**src/rtl/vedic_pkg.sv**
```systemverilog
// Shared constants and helpers for the Vedic multiplier back-end.
//   PP_W   : width of one 8x8 partial product
//   PROD_W : width of the full unsigned magnitude product
//   RES_W  : width of the signed fixed-point result
//   SAT_POS/SAT_NEG : clamp values for the signed result
//   round_const(frac) : half-LSB constant added before the >> frac
package vedic_pkg;
  localparam int PP_W   = 16;
  localparam int PROD_W = 32;
  localparam int RES_W  = 16;

  localparam logic [RES_W-1:0] SAT_POS = 16'h7FFF;
  localparam logic [RES_W-1:0] SAT_NEG = 16'h8000;

  function automatic logic [PROD_W-1:0] round_const(input int frac);
    return PROD_W'(1) << (frac - 1);
  endfunction
endpackage

```
**src/rtl/vedic_round_sat.sv**
```systemverilog
// Round-half-up on the magnitude, then apply sign and saturate to a signed
// RES_W-bit result. Purely combinational.
//   p      : unsigned 32-bit product magnitude
//   sign   : 1 = negative result
//   result : signed Q(16-FRAC).FRAC result
//   ovf    : result was clamped
module vedic_round_sat
  import vedic_pkg::*;
#(
  parameter int FRAC = 8
) (
  input  logic [PROD_W-1:0] p,
  input  logic              sign,
  output logic [RES_W-1:0]  result,
  output logic              ovf
);
  // One extra bit so p + half-LSB cannot wrap at p = 0xFFFF_FFFF.
  logic [PROD_W:0] sum;
  logic [PROD_W:0] mag;

  always_comb begin
    sum    = {1'b0, p} + {1'b0, round_const(FRAC)};
    mag    = sum >> FRAC;
    result = '0;
    ovf    = 1'b0;
    if (!sign) begin
      if (mag > (PROD_W+1)'(SAT_POS)) begin
        result = SAT_POS;
        ovf    = 1'b1;
      end else begin
        result = mag[RES_W-1:0];
      end
    end else begin
      // Magnitude 32768 negates exactly to 0x8000; zero stays zero.
      if (mag > (PROD_W+1)'(SAT_NEG)) begin
        result = SAT_NEG;
        ovf    = 1'b1;
      end else begin
        result = RES_W'(0) - mag[RES_W-1:0];
      end
    end
  end
endmodule

```
**src/rtl/vedic_pp_combiner.sv**
```systemverilog
// Pipelined back-end of the 16-bit fixed-point Vedic multiplier.
// Stage 1 adds the two cross terms, stage 2 forms the 32-bit magnitude,
// stage 3 rounds, signs and saturates into result/ovf.
// One global stall freezes every stage when the output is held.
//   clk, rst_n           : clock, synchronous active-low reset
//   in_valid / in_ready  : partial-product handshake
//   pp_ll/lh/hl/hh, sign : 8x8 partial products and result sign
//   out_valid / out_ready: result handshake
//   result, ovf          : signed product and saturation flag
module vedic_pp_combiner #(
  parameter int FRAC = 8,
  parameter int PP_W = 16
) (
  input  logic            clk,
  input  logic            rst_n,
  input  logic            in_valid,
  output logic            in_ready,
  input  logic [PP_W-1:0] pp_ll,
  input  logic [PP_W-1:0] pp_lh,
  input  logic [PP_W-1:0] pp_hl,
  input  logic [PP_W-1:0] pp_hh,
  input  logic            sign,
  output logic            out_valid,
  input  logic            out_ready,
  output logic [15:0]     result,
  output logic            ovf
);
  import vedic_pkg::*;

  localparam int STAGES = 3;

  logic              stall;
  logic [STAGES:0]   vld_pipe;
  logic [STAGES:1]   vld_pipe_q, vld_pipe_d;

  logic [PP_W-1:0]   s1_ll_q, s1_ll_d, s1_hh_q, s1_hh_d;
  logic [PP_W:0]     s1_mid_q, s1_mid_d;
  logic              s1_sign_q, s1_sign_d;
  logic [PROD_W-1:0] s2_p_q, s2_p_d;
  logic              s2_sign_q, s2_sign_d;
  logic [RES_W-1:0]  result_q, result_d, rs_result;
  logic              ovf_q, ovf_d, rs_ovf;

  assign vld_pipe  = {vld_pipe_q, in_valid};
  assign stall     = vld_pipe_q[STAGES] & ~out_ready;
  assign in_ready  = ~stall;
  assign out_valid = vld_pipe_q[STAGES];
  assign result    = result_q;
  assign ovf       = ovf_q;

  vedic_round_sat #(.FRAC(FRAC)) u_round_sat (
    .p      (s2_p_q),
    .sign   (s2_sign_q),
    .result (rs_result),
    .ovf    (rs_ovf)
  );

  // Data registers load only behind a valid, so bubbles (and any X on the
  // pp inputs while in_valid=0) never propagate into result.
  always_comb begin
    vld_pipe_d = vld_pipe_q;
    s1_ll_d    = s1_ll_q;
    s1_hh_d    = s1_hh_q;
    s1_mid_d   = s1_mid_q;
    s1_sign_d  = s1_sign_q;
    s2_p_d     = s2_p_q;
    s2_sign_d  = s2_sign_q;
    result_d   = result_q;
    ovf_d      = ovf_q;
    if (!stall) begin
      vld_pipe_d = vld_pipe[STAGES-1:0];
      if (vld_pipe[0]) begin
        s1_ll_d   = pp_ll;
        s1_hh_d   = pp_hh;
        s1_mid_d  = {1'b0, pp_lh} + {1'b0, pp_hl};
        s1_sign_d = sign;
      end
      if (vld_pipe[1]) begin
        // Real 8x8 products keep this sum within 32 bits.
        s2_p_d    = {s1_hh_q, s1_ll_q} + (PROD_W'(s1_mid_q) << (PP_W/2));
        s2_sign_d = s1_sign_q;
      end
      if (vld_pipe[2]) begin
        result_d = rs_result;
        ovf_d    = rs_ovf;
      end
    end
  end

  always_ff @(posedge clk) begin
    if (!rst_n) begin
      vld_pipe_q <= '0;
      s1_ll_q    <= '0;
      s1_hh_q    <= '0;
      s1_mid_q   <= '0;
      s1_sign_q  <= 1'b0;
      s2_p_q     <= '0;
      s2_sign_q  <= 1'b0;
      result_q   <= '0;
      ovf_q      <= 1'b0;
    end else begin
      vld_pipe_q <= vld_pipe_d;
      s1_ll_q    <= s1_ll_d;
      s1_hh_q    <= s1_hh_d;
      s1_mid_q   <= s1_mid_d;
      s1_sign_q  <= s1_sign_d;
      s2_p_q     <= s2_p_d;
      s2_sign_q  <= s2_sign_d;
      result_q   <= result_d;
      ovf_q      <= ovf_d;
    end
  end
endmodule

```
**config.mk**
```make
export PLATFORM = sky130hd
export DESIGN_NAME = vedic_pp_combiner
export DESIGN_NICKNAME = d
export VERILOG_FILES = /design/src/rtl/vedic_pkg.sv /design/src/rtl/vedic_round_sat.sv /design/src/rtl/vedic_pp_combiner.sv
export SDC_FILE = /design/constraint.sdc
export NUM_CORES = 1
export LEC_CHECK = 0
export CAP_MARGIN = 5
export CORE_ASPECT_RATIO = 1.4
export CORE_MARGIN = 1.5
export CORE_UTILIZATION = 40
export CTS_CLUSTER_DIAMETER = 80
export DETAILED_ROUTE_END_ITERATION = 16
export GPL_TIMING_DRIVEN = 0
export PLACE_DENSITY = 0.58
export SYNTH_ARGS = -nofsm -noshare
export SYNTH_HDL_FRONTEND = slang
export SYNTH_SLANG_ARGS = --single-unit
```
**constraint.sdc**
```tcl
create_clock -name clk -period 4.8 [get_ports clk]
set_input_delay 0.96 -clock clk [delete_from_list [all_inputs] [get_ports clk]]
set_output_delay 0.96 -clock clk [all_outputs]
set_load 0.1 [all_outputs]
```
==> results of run 1 <==
placed cells by master (no fill, tap or decap), types with 26 or more instances in the layout:
cell,n
sky130_fd_sc_hd__nor2_1,30
sky130_fd_sc_hd__nand2_1,122
sky130_fd_sc_hd__clkdlybuf4s50_1,80
sky130_fd_sc_hd__o21ai_0,43
sky130_fd_sc_hd__nor3_1,26
sky130_fd_sc_hd__a21oi_1,68
sky130_fd_sc_hd__ha_1,36
sky130_fd_sc_hd__nand3_1,51
sky130_fd_sc_hd__dfxtp_1,89
sky130_fd_sc_hd__clkbuf_1,37
sky130_fd_sc_hd__inv_1,26
worst reg2reg max path, stage by stage, from the launching register on:
cell and delay (ns):
sky130_fd_sc_hd__dfxtp_1 0.47, sky130_fd_sc_hd__ha_1 0.29, sky130_fd_sc_hd__buf_4 0.21, sky130_fd_sc_hd__xor2_1 0.15, sky130_fd_sc_hd__inv_1 0.09, sky130_fd_sc_hd__ha_1 0.21
sky130_fd_sc_hd__nand2_1 0.08, sky130_fd_sc_hd__or3_1 0.34, sky130_fd_sc_hd__a22oi_2 0.30, sky130_fd_sc_hd__nand2_1 0.23, sky130_fd_sc_hd__o31ai_4 0.44, sky130_fd_sc_hd__buf_2 0.32
sky130_fd_sc_hd__nand3_1 0.12, sky130_fd_sc_hd__a31oi_1 0.19
registers in the layout, summed over array words and instances (netlist names):
| register | flops |
|---|---|
| s2_p_q | 25 |
| s1_mid_q | 17 |
| result | 16 |
| s1_hh_q | 16 |
| s1_ll_q | 9 |
| vld_pipe_q | 3 |
| ovf | 1 |
| s1_sign_q | 1 |
| s2_sign_q | 1 |
Yosys cell counts, types with 18 or more instances:
| master | count |
|---|---|
| sky130_fd_sc_hd__a21oi_1 | 68 |
| sky130_fd_sc_hd__ha_1 | 36 |
| sky130_fd_sc_hd__nor3_1 | 26 |
| sky130_fd_sc_hd__clkbuf_1 | 36 |
| sky130_fd_sc_hd__inv_1 | 26 |
| sky130_fd_sc_hd__xor2_1 | 18 |
| sky130_fd_sc_hd__xnor2_1 | 20 |
| sky130_fd_sc_hd__dfxtp_1 | 89 |
| sky130_fd_sc_hd__o21ai_0 | 43 |
| sky130_fd_sc_hd__nand2_1 | 122 |
| sky130_fd_sc_hd__nor2_1 | 30 |
| sky130_fd_sc_hd__nand3_1 | 51 |
| sky130_fd_sc_hd__a31oi_1 | 22 |
per-layer routing:
layer | vias to the layer above | part of all wire [%] | global-route usage [%]
li1 | 3198 | - | -
met1 | 2896 | 39 | 23.7
met2 | 143 | 55 | 46.1
met3 | 35 | 3.1 | 2.78
met4 | 0 | 3.2 | 10.1
met5 | - | 0 | 0
logic make-up after synthesis:
kind of cell	synth area share, %
flip-flops	28.2
AO/OA/AOI/OAI	24.0
buffers and inverters	5.19
adder cells (fa/ha/maj)	7.77
AND/OR/NAND/NOR	28.1
XOR/XNOR	5.27
multiplexers	1.49
path summary, 6_finish.rpt:
kind,start,to,slack (ns)
worst max-delay path,out_ready,in_ready,0.92
worst min-delay path,s1_mid_q[7]$_SDFFE_PN0P_,s1_mid_q[7]$_SDFFE_PN0P_,0.46
worst max register to register,s2_p_q[8]$_SDFFE_PN0P_,result[6]$_SDFFE_PN0P_,1.29
worst min register to register,s1_mid_q[7]$_SDFFE_PN0P_,s1_mid_q[7]$_SDFFE_PN0P_,0.46
where the power goes:
group          switching [mW]  internal, mW  total, mW  leakage [nW]
clock                   0.303         0.400      0.703         0.131
combinational           0.354         0.224      0.577          2.03
sequential             0.0357         0.786      0.822         0.730
total                   0.692          1.41       2.10          2.89
through the flow:
step / setup slack, ns / utilization [%] / total power, mW / hold slack, ns
floorplan: 1.28 / - / 1.23 / 0.432
global placement: 0.922 / 47.4 / 1.40 / 0.448
detailed placement: 0.895 / 47.4 / 1.41 / 0.449
CTS: 0.898 / 49.2 / 2.11 / 0.458
global route: 0.787 / 49.2 / 2.20 / 0.473
finish: 0.916 / 49.2 / 2.10 / 0.459
cell type report:
class                   count  area [µm²]
repair buffers             80         801
clock buffers              10         229
clock inverters             5        57.6
fillers                  1587        7890
well taps                 196         245
flip-flops and latches     89        1780
multi-input cells         656        4200
plain buffers              50         226
inverters                  27         101
==> flow_summary.rst, run 1 <==
.. list-table::
   :header-rows: 1

   * - Metric
     - Value
   * - Outcome
     - finished clean
   * - Static power due to leakage
     - 2.89 nW
   * - Slew margin rel.
     - a little over a third
   * - Instance area after placement
     - 7360 µm²
   * - Initial core utilization
     - 40.6%
   * - Placeable core region
     - 15,500 µm²
   * - Synth warnings
     - 0
   * - Worst path bufs/invs
     - 3
   * - Highest cell delay on the worst timing path
     - 1.04 ns
   * - Critical Path Stages
     - 4
   * - Final HPWL from detailed placement
     - 15,100 µm
   * - Number of core rows
     - 54
   * - Largest net degree at the start of global routing
     - 15
   * - Synthesized netlist cell count
     - slightly above 800
   * - TNS Setup
     - 0 ns
   * - Die width
     - ~110 µm
   * - Number of global-route vias before repair
     - 6,081
   * - Most used flip-flop cell after synthesis
     - sky130_fd_sc_hd__dfxtp_1
   * - Hold/Removal Path Class
     - reg -> reg
   * - Die area
     - roughly 17,000 µm²
   * - Achievable frequency
     - around 0.26 GHz
   * - DRT iter0 DRCs
     - 349
   * - Mapped Nets
     - ~930
   * - TritonRoute pass-1 iters
     - 7
   * - Average footprint of a synthesized cell
     - 7.68 µm²
   * - Detailed-route vias per instance
     - 5.64
   * - TritonCTS Sinks
     - 89
   * - Worst-Skew Late Latency
     - 0.34 ns
   * - Synth-to-Final Area Change
     - 21.1%
   * - Number of ports placed on the die boundary
     - 88
   * - Ordered list of cells on the worst path
     - clkdlybuf4s50_1 -> nor2b_1 -> clkinv_1 -> clkdlybuf4s50_1
   * - Non-filler instance count after layout
     - 1,113
   * - Via count of the routed design
     - around 6,300
   * - Post-placement cell count
     - 1,098
   * - Max_cap viols
     - 0
   * - Top-area cell type share of the netlist area
     - about 28%
   * - Post-CTS resize count
     - 0
   * - Number of H-tree levels
     - 3
   * - All-layer global routing usage
     - a little under a quarter
   * - Worst endpoint required time
     - 3.84 ns
   * - Post-route fraction of the period consumed by the critical path
     - 80.9%
   * - Global-route wire length before repair
     - 29,800 µm
   * - Unrepaired setup endpoints after global routing
     - no
   * - Synth area leader
     - sky130_fd_sc_hd__dfxtp_1
   * - Async set-reset flop share out of synthesis
     - 0%
   * - GPL Wtd Cong
     - 0.859
   * - Fraction of layout cells with a size suffix above 1
     - under 10%
   * - Worst Skew
     - 0.00906 ns
   * - Number of flops mapped to enable cells by yosys
     - 0
   * - Synthesized flop and latch total
     - 89
   * - Number of endpoints failing setup at the final stage
     - 0
   * - Crit path max-delay cell type
     - sky130_fd_sc_hd__clkdlybuf4s50_1
   * - Unique masters post-synth
     - 76
   * - Post-Syn Area
     - 6310 µm²
   * - Power density over the cells
     - around 270 nW/µm²
   * - Nature of the critical path startpoint
     - input pin
   * - Dominant cell type by count on the critical path
     - sky130_fd_sc_hd__clkdlybuf4s50_1
   * - Bufs on Longest Clock Path
     - 2
   * - Number of pins with negative max-slew slack in the final report
     - 0
   * - Detailed-route DRC error count
     - 0
   * - Largest cells by area after synthesis
     - sky130_fd_sc_hd__dfxtp_1, sky130_fd_sc_hd__nand2_1, sky130_fd_sc_hd__ha_1
   * - Arrival time reported for the critical path endpoint
     - approximately 2.9 ns
   * - Hold path depth
     - 2
   * - Clock tree from TritonCTS
     - yes
   * - Post-Route WL
     - between 15,000 and 20,000 µm
   * - Count of cells along the worst register-to-register path
     - 13
   * - Final antenna-violating net count
     - 0
   * - Buffers added on ports
     - 80
   * - Proportion of synthesized chip area in sequential cells
     - 28.2%
   * - Gr ovfl total
     - 0
   * - Initial antenna violation count
     - 0
   * - Slew of the pin with the lowest slew margin
     - 0.970 ns
   * - Hold_buf cts
     - 0
   * - Routed WL per cell
     - about 17 µm
   * - Total count of hold-check failures in the final report
     - 0
   * - Clock root buffer master
     - sky130_fd_sc_hd__clkbuf_16
   * - Total inserted antenna cells
     - 0
   * - Clock Pin Slew Worst Setup and Hold Paths
     - 0.06 ns
   * - Largest driver fanout on the critical path
     - 7
   * - Clock buffers created by TritonCTS
     - 9
   * - Time the worst path needs with I/O delays and setup
     - 3.88 ns
   * - Net count of the finished layout
     - a little over 1,000
   * - Height of the chip
     - about 150 µm
   * - Final std cell area, no fill
     - about 7600 µm²
   * - CP Class
     - in -> out
   * - Number of buffers inserted by post-CTS setup repair
     - 0
   * - Maximum resistive drop on vdd
     - 0.000148 V
   * - Cell family with most CP delay
     - buffers and inverters
   * - Category of the worst setup path capture point
     - output port
Power figures use the tool's default switching activity.
==> inputs of run 2 (changes only) <==
PLACE_DENSITY = 0.61   (was 0.58)
clock period = 3.4 ns   (was 4.8 ns; I/O delays follow)
==> run 2 against run 1 <==
  * Critical endpoint is now result[10]$_SDFFE_PN0P_
  * Critical path type is now reg -> reg
  * Final cell count increased by 0.45%
  * Register-to-register slack got worse by 1.1 ns
  * Wire length decreased by 7.8%
  * Setup slack got worse by 0.70 ns
  * Combinational power increased by 40%
  * Sequential share of layout area decreased by 0.089 points
  * Flip-flop and latch count unchanged
  * Largest power group unchanged
==> flow_summary.rst, run 2 (same netlist as run 1, synthesis figures left out) <==
.. list-table::
   :header-rows: 1

   * - Metric
     - Value
   * - Instance area after placement
     - 7360 µm² (about the same)
   * - Achievable frequency
     - 0.314 GHz
   * - Non-filler instance count after layout
     - 1,118 (+0.45%)
   * - Number of pins with negative max-slew slack in the final report
     - 0 (unchanged)
   * - Number of global-route vias before repair
     - 5,870 (-3.5%)
   * - Fraction of layout cells with a size suffix above 1
     - 7.70% (+1.0 points)
   * - GPL Wtd Cong
     - 0.916 (+6.5%)
   * - Post-route fraction of the period consumed by the critical path
     - 93.7%
   * - Nature of the critical path startpoint
     - flop
   * - Routed WL per cell
     - 15.4 µm (-8.2%)
   * - TritonCTS Sinks
     - 89 (unchanged)
   * - Maximum resistive drop on vdd
     - 0.000261 V (+76%)
   * - Net count of the finished layout
     - 1,024 (+0.39%)
   * - Final antenna-violating net count
     - 0 (unchanged)
   * - Total count of hold-check failures in the final report
     - 0 (unchanged)
   * - Die width
     - 109 µm (unchanged)
   * - Clock Pin Slew Worst Setup and Hold Paths
     - 0.07 ns (about the same)
   * - Category of the worst setup path capture point
     - flop
   * - Initial antenna violation count
     - 0 (unchanged)
   * - Height of the chip
     - 152 µm (unchanged)
   * - Max FFs per register
     - 25 (unchanged)
   * - Post-placement cell count
     - 1,098 (unchanged)
   * - Arrival time reported for the critical path endpoint
     - 3.45 ns (+0.53 ns)
   * - Largest net degree at the start of global routing
     - 18 (+3)
   * - TritonRoute pass-1 iters
     - 5 (-2)
   * - Largest driver fanout on the critical path
     - 10 (+3)
   * - Buffers added on ports
     - 80 (unchanged)
   * - Post-Route WL
     - 17,200 µm (-7.8%)
   * - Setup ws final
     - 0.214 ns (-0.702 ns)
   * - Bufs on Longest Clock Path
     - 2 (unchanged)
   * - Initial core utilization
     - 40.6% (unchanged)
   * - Power density over the cells
     - 383 nW/µm² (+39%)
   * - Unrepaired setup endpoints after global routing
     - no
   * - Die area
     - 16,600 µm² (unchanged)
   * - Worst-Skew Late Latency
     - 0.34 ns (about the same)
   * - Ordered list of cells on the worst path
     - ha_1 -> buf_4 -> xor2_1 -> ha_1 -> nand4b_1 -> or3_1 -> or4_1 -> o41ai_2 -> nor2_4 -> buf_6 -> a31oi_1
   * - Hold/Removal Path Class
     - reg -> reg
   * - Startpoint of the most critical hold path
     - s1_ll_q[7]$_SDFFE_PN0P_
   * - Met2 WL post-DR
     - 9060 µm (-12%)
   * - Synth-to-Final Area Change
     - 21.7%
   * - Setup Slack @ Placement
     - -0.116 ns (-1.01 ns)
   * - Most common cell after layout, fill and taps aside
     - sky130_fd_sc_hd__nand2_1
   * - Final Power
     - 2.95 mW (+40%)
   * - Wire length on met1
     - 7200 µm (-0.81%)
   * - Routed length on met3
     - 504 µm (-12%)
   * - Final HPWL from detailed placement
     - 13,700 µm (-8.9%)
   * - Worst endpoint required time
     - 3.67 ns (-0.17 ns)
   * - DRT iter0 DRCs
     - 278 (-20%)
   * - Cell family with most CP delay
     - simple AND/OR/NAND/NOR gates
   * - Number of endpoints failing setup at the final stage
     - 0 (unchanged)
   * - TNS Setup
     - 0 ns (unchanged)
   * - All-layer global routing usage
     - 21.9% (-1.4 points)
   * - Hold_buf cts
     - 0 (unchanged)
   * - Clock root buffer master
     - sky130_fd_sc_hd__clkbuf_16
   * - Filler cells
     - 1,581 (-0.38%)
   * - Number of core rows
     - 54 (unchanged)
   * - Slew of the pin with the lowest slew margin
     - 0.972 ns (+0.00157 ns)
   * - Max_cap viols
     - 0 (unchanged)
   * - Clock tree from TritonCTS
     - yes
   * - Worst Skew
     - 0.00657 ns (-0.00249 ns)
   * - Clock buffers created by TritonCTS
     - 9 (unchanged)
   * - Most flop-heavy register
     - s2_p_q
   * - Global-route wire length before repair
     - 28,500 µm (-4.4%)
   * - Outcome
     - finished clean
   * - Slew margin rel.
     - 35.0% (-0.11 points)
   * - Highest cell delay on the worst timing path
     - 0.50 ns (-0.54 ns)
   * - Via count of the routed design
     - 6,165 (-1.7%)
   * - Gr ovfl total
     - 0 (unchanged)
   * - Highest routing layer actually used
     - met4
   * - Crit path max-delay cell type
     - sky130_fd_sc_hd__o41ai_2
   * - Worst path bufs/invs
     - 2 (-1)
   * - Number of ports placed on the die boundary
     - 88 (unchanged)
   * - Time the worst path needs with I/O delays and setup
     - 3.19 ns
   * - Critical register-to-register path startpoint
     - s2_p_q[7]$_SDFFE_PN0P_
   * - Dominant cell type by count on the critical path
     - sky130_fd_sc_hd__ha_1
   * - Largest registers
     - s2_p_q: 25 flops, s1_mid_q: 17 flops
   * - Detailed-route DRC error count
     - 0 (unchanged)
   * - Detailed-route vias per instance
     - 5.51 (-2.1%)
   * - Final std cell area, no fill
     - 7690 µm² (+0.52%)
   * - Static power due to leakage
     - 2.93 nW (+1.2%)
   * - Total inserted antenna cells
     - 0 (unchanged)
   * - Crit path launch
     - s2_p_q[7]$_SDFFE_PN0P_
   * - Placeable core region
     - 15,500 µm² (unchanged)
   * - CP Class
     - reg -> reg
   * - Most used cells in the layout excluding fill and tap cells
     - sky130_fd_sc_hd__nand2_1, sky130_fd_sc_hd__dfxtp_1, sky130_fd_sc_hd__clkdlybuf4s50_1
   * - Number of H-tree levels
     - 3 (unchanged)
[run 2: per-stage QoR]
step	util [%]	hold WS [ns]
after global placement	47.4	0.449
after detailed placement	47.4	0.454
after global routing	49.5	0.490
after floorplan	-	0.432
final	49.5	0.454
after CTS	49.2	0.464
[run 2: cell type report]
class / count / area [µm²] / share of cell area [%]
Inverter: 27 / 103 / 1.33
Clock buffer: 9 / 225 / 2.93
Tap cell: 196 / 245 / 3.19
Multi-Input combinational cell: 656 / 4210 / 54.7
Sequential cell: 89 / 1780 / 23.2
Timing Repair Buffer: 84 / 833 / 10.8
Buffer: 50 / 229 / 2.98
Clock inverter: 7 / 60.1 / 0.781
[run 2: worst paths after layout]
| path | endpoint | slack [ns] | cells after the start |
|---|---|---|---|
| max | result[10]$_SDFFE_PN0P_ | 0.21 | 11 |
| max reg2reg | result[10]$_SDFFE_PN0P_ | 0.21 | 11 |
| min reg2reg | s2_p_q[7]$_SDFFE_PN0P_ | 0.45 | 2 |
| min | s2_p_q[7]$_SDFFE_PN0P_ | 0.45 | 2 |
[run 2: worst register-to-register path, cell delays in order, from the launching register on]
cell                       delay, ns
sky130_fd_sc_hd__dfxtp_2        0.36
sky130_fd_sc_hd__ha_1           0.26
sky130_fd_sc_hd__buf_4          0.19
sky130_fd_sc_hd__xor2_1         0.20
sky130_fd_sc_hd__ha_1           0.23
sky130_fd_sc_hd__nand4b_1       0.15
sky130_fd_sc_hd__or3_1          0.33
sky130_fd_sc_hd__or4_1          0.43
sky130_fd_sc_hd__o41ai_2        0.50
sky130_fd_sc_hd__nor2_4         0.13
sky130_fd_sc_hd__buf_6          0.18
sky130_fd_sc_hd__a31oi_1        0.14
[run 2: where the power goes]
part / leakage (nW) / switching, mW / internal [mW] / total [mW]
Sequential: 0.730 / 0.0489 / 1.11 / 1.16
Combinational: 2.05 / 0.486 / 0.320 / 0.807
Clock: 0.144 / 0.469 / 0.513 / 0.982
[run 2: timing repair]
item	4_1_cts	5_1_grt
pin swaps	0	2
setup buffers	0	4
gates cloned	0	0
gates resized for setup	1	4
endpoints found under the setup margin	3	18
[run 2: layer usage]
metal | up-vias | GRT usage [%]
li1 | 3193 | -
met1 | 2812 | 24.1
met2 | 130 | 42.2
met3 | 30 | 2.52
met4 | 0 | 7.86
met5 | - | 0
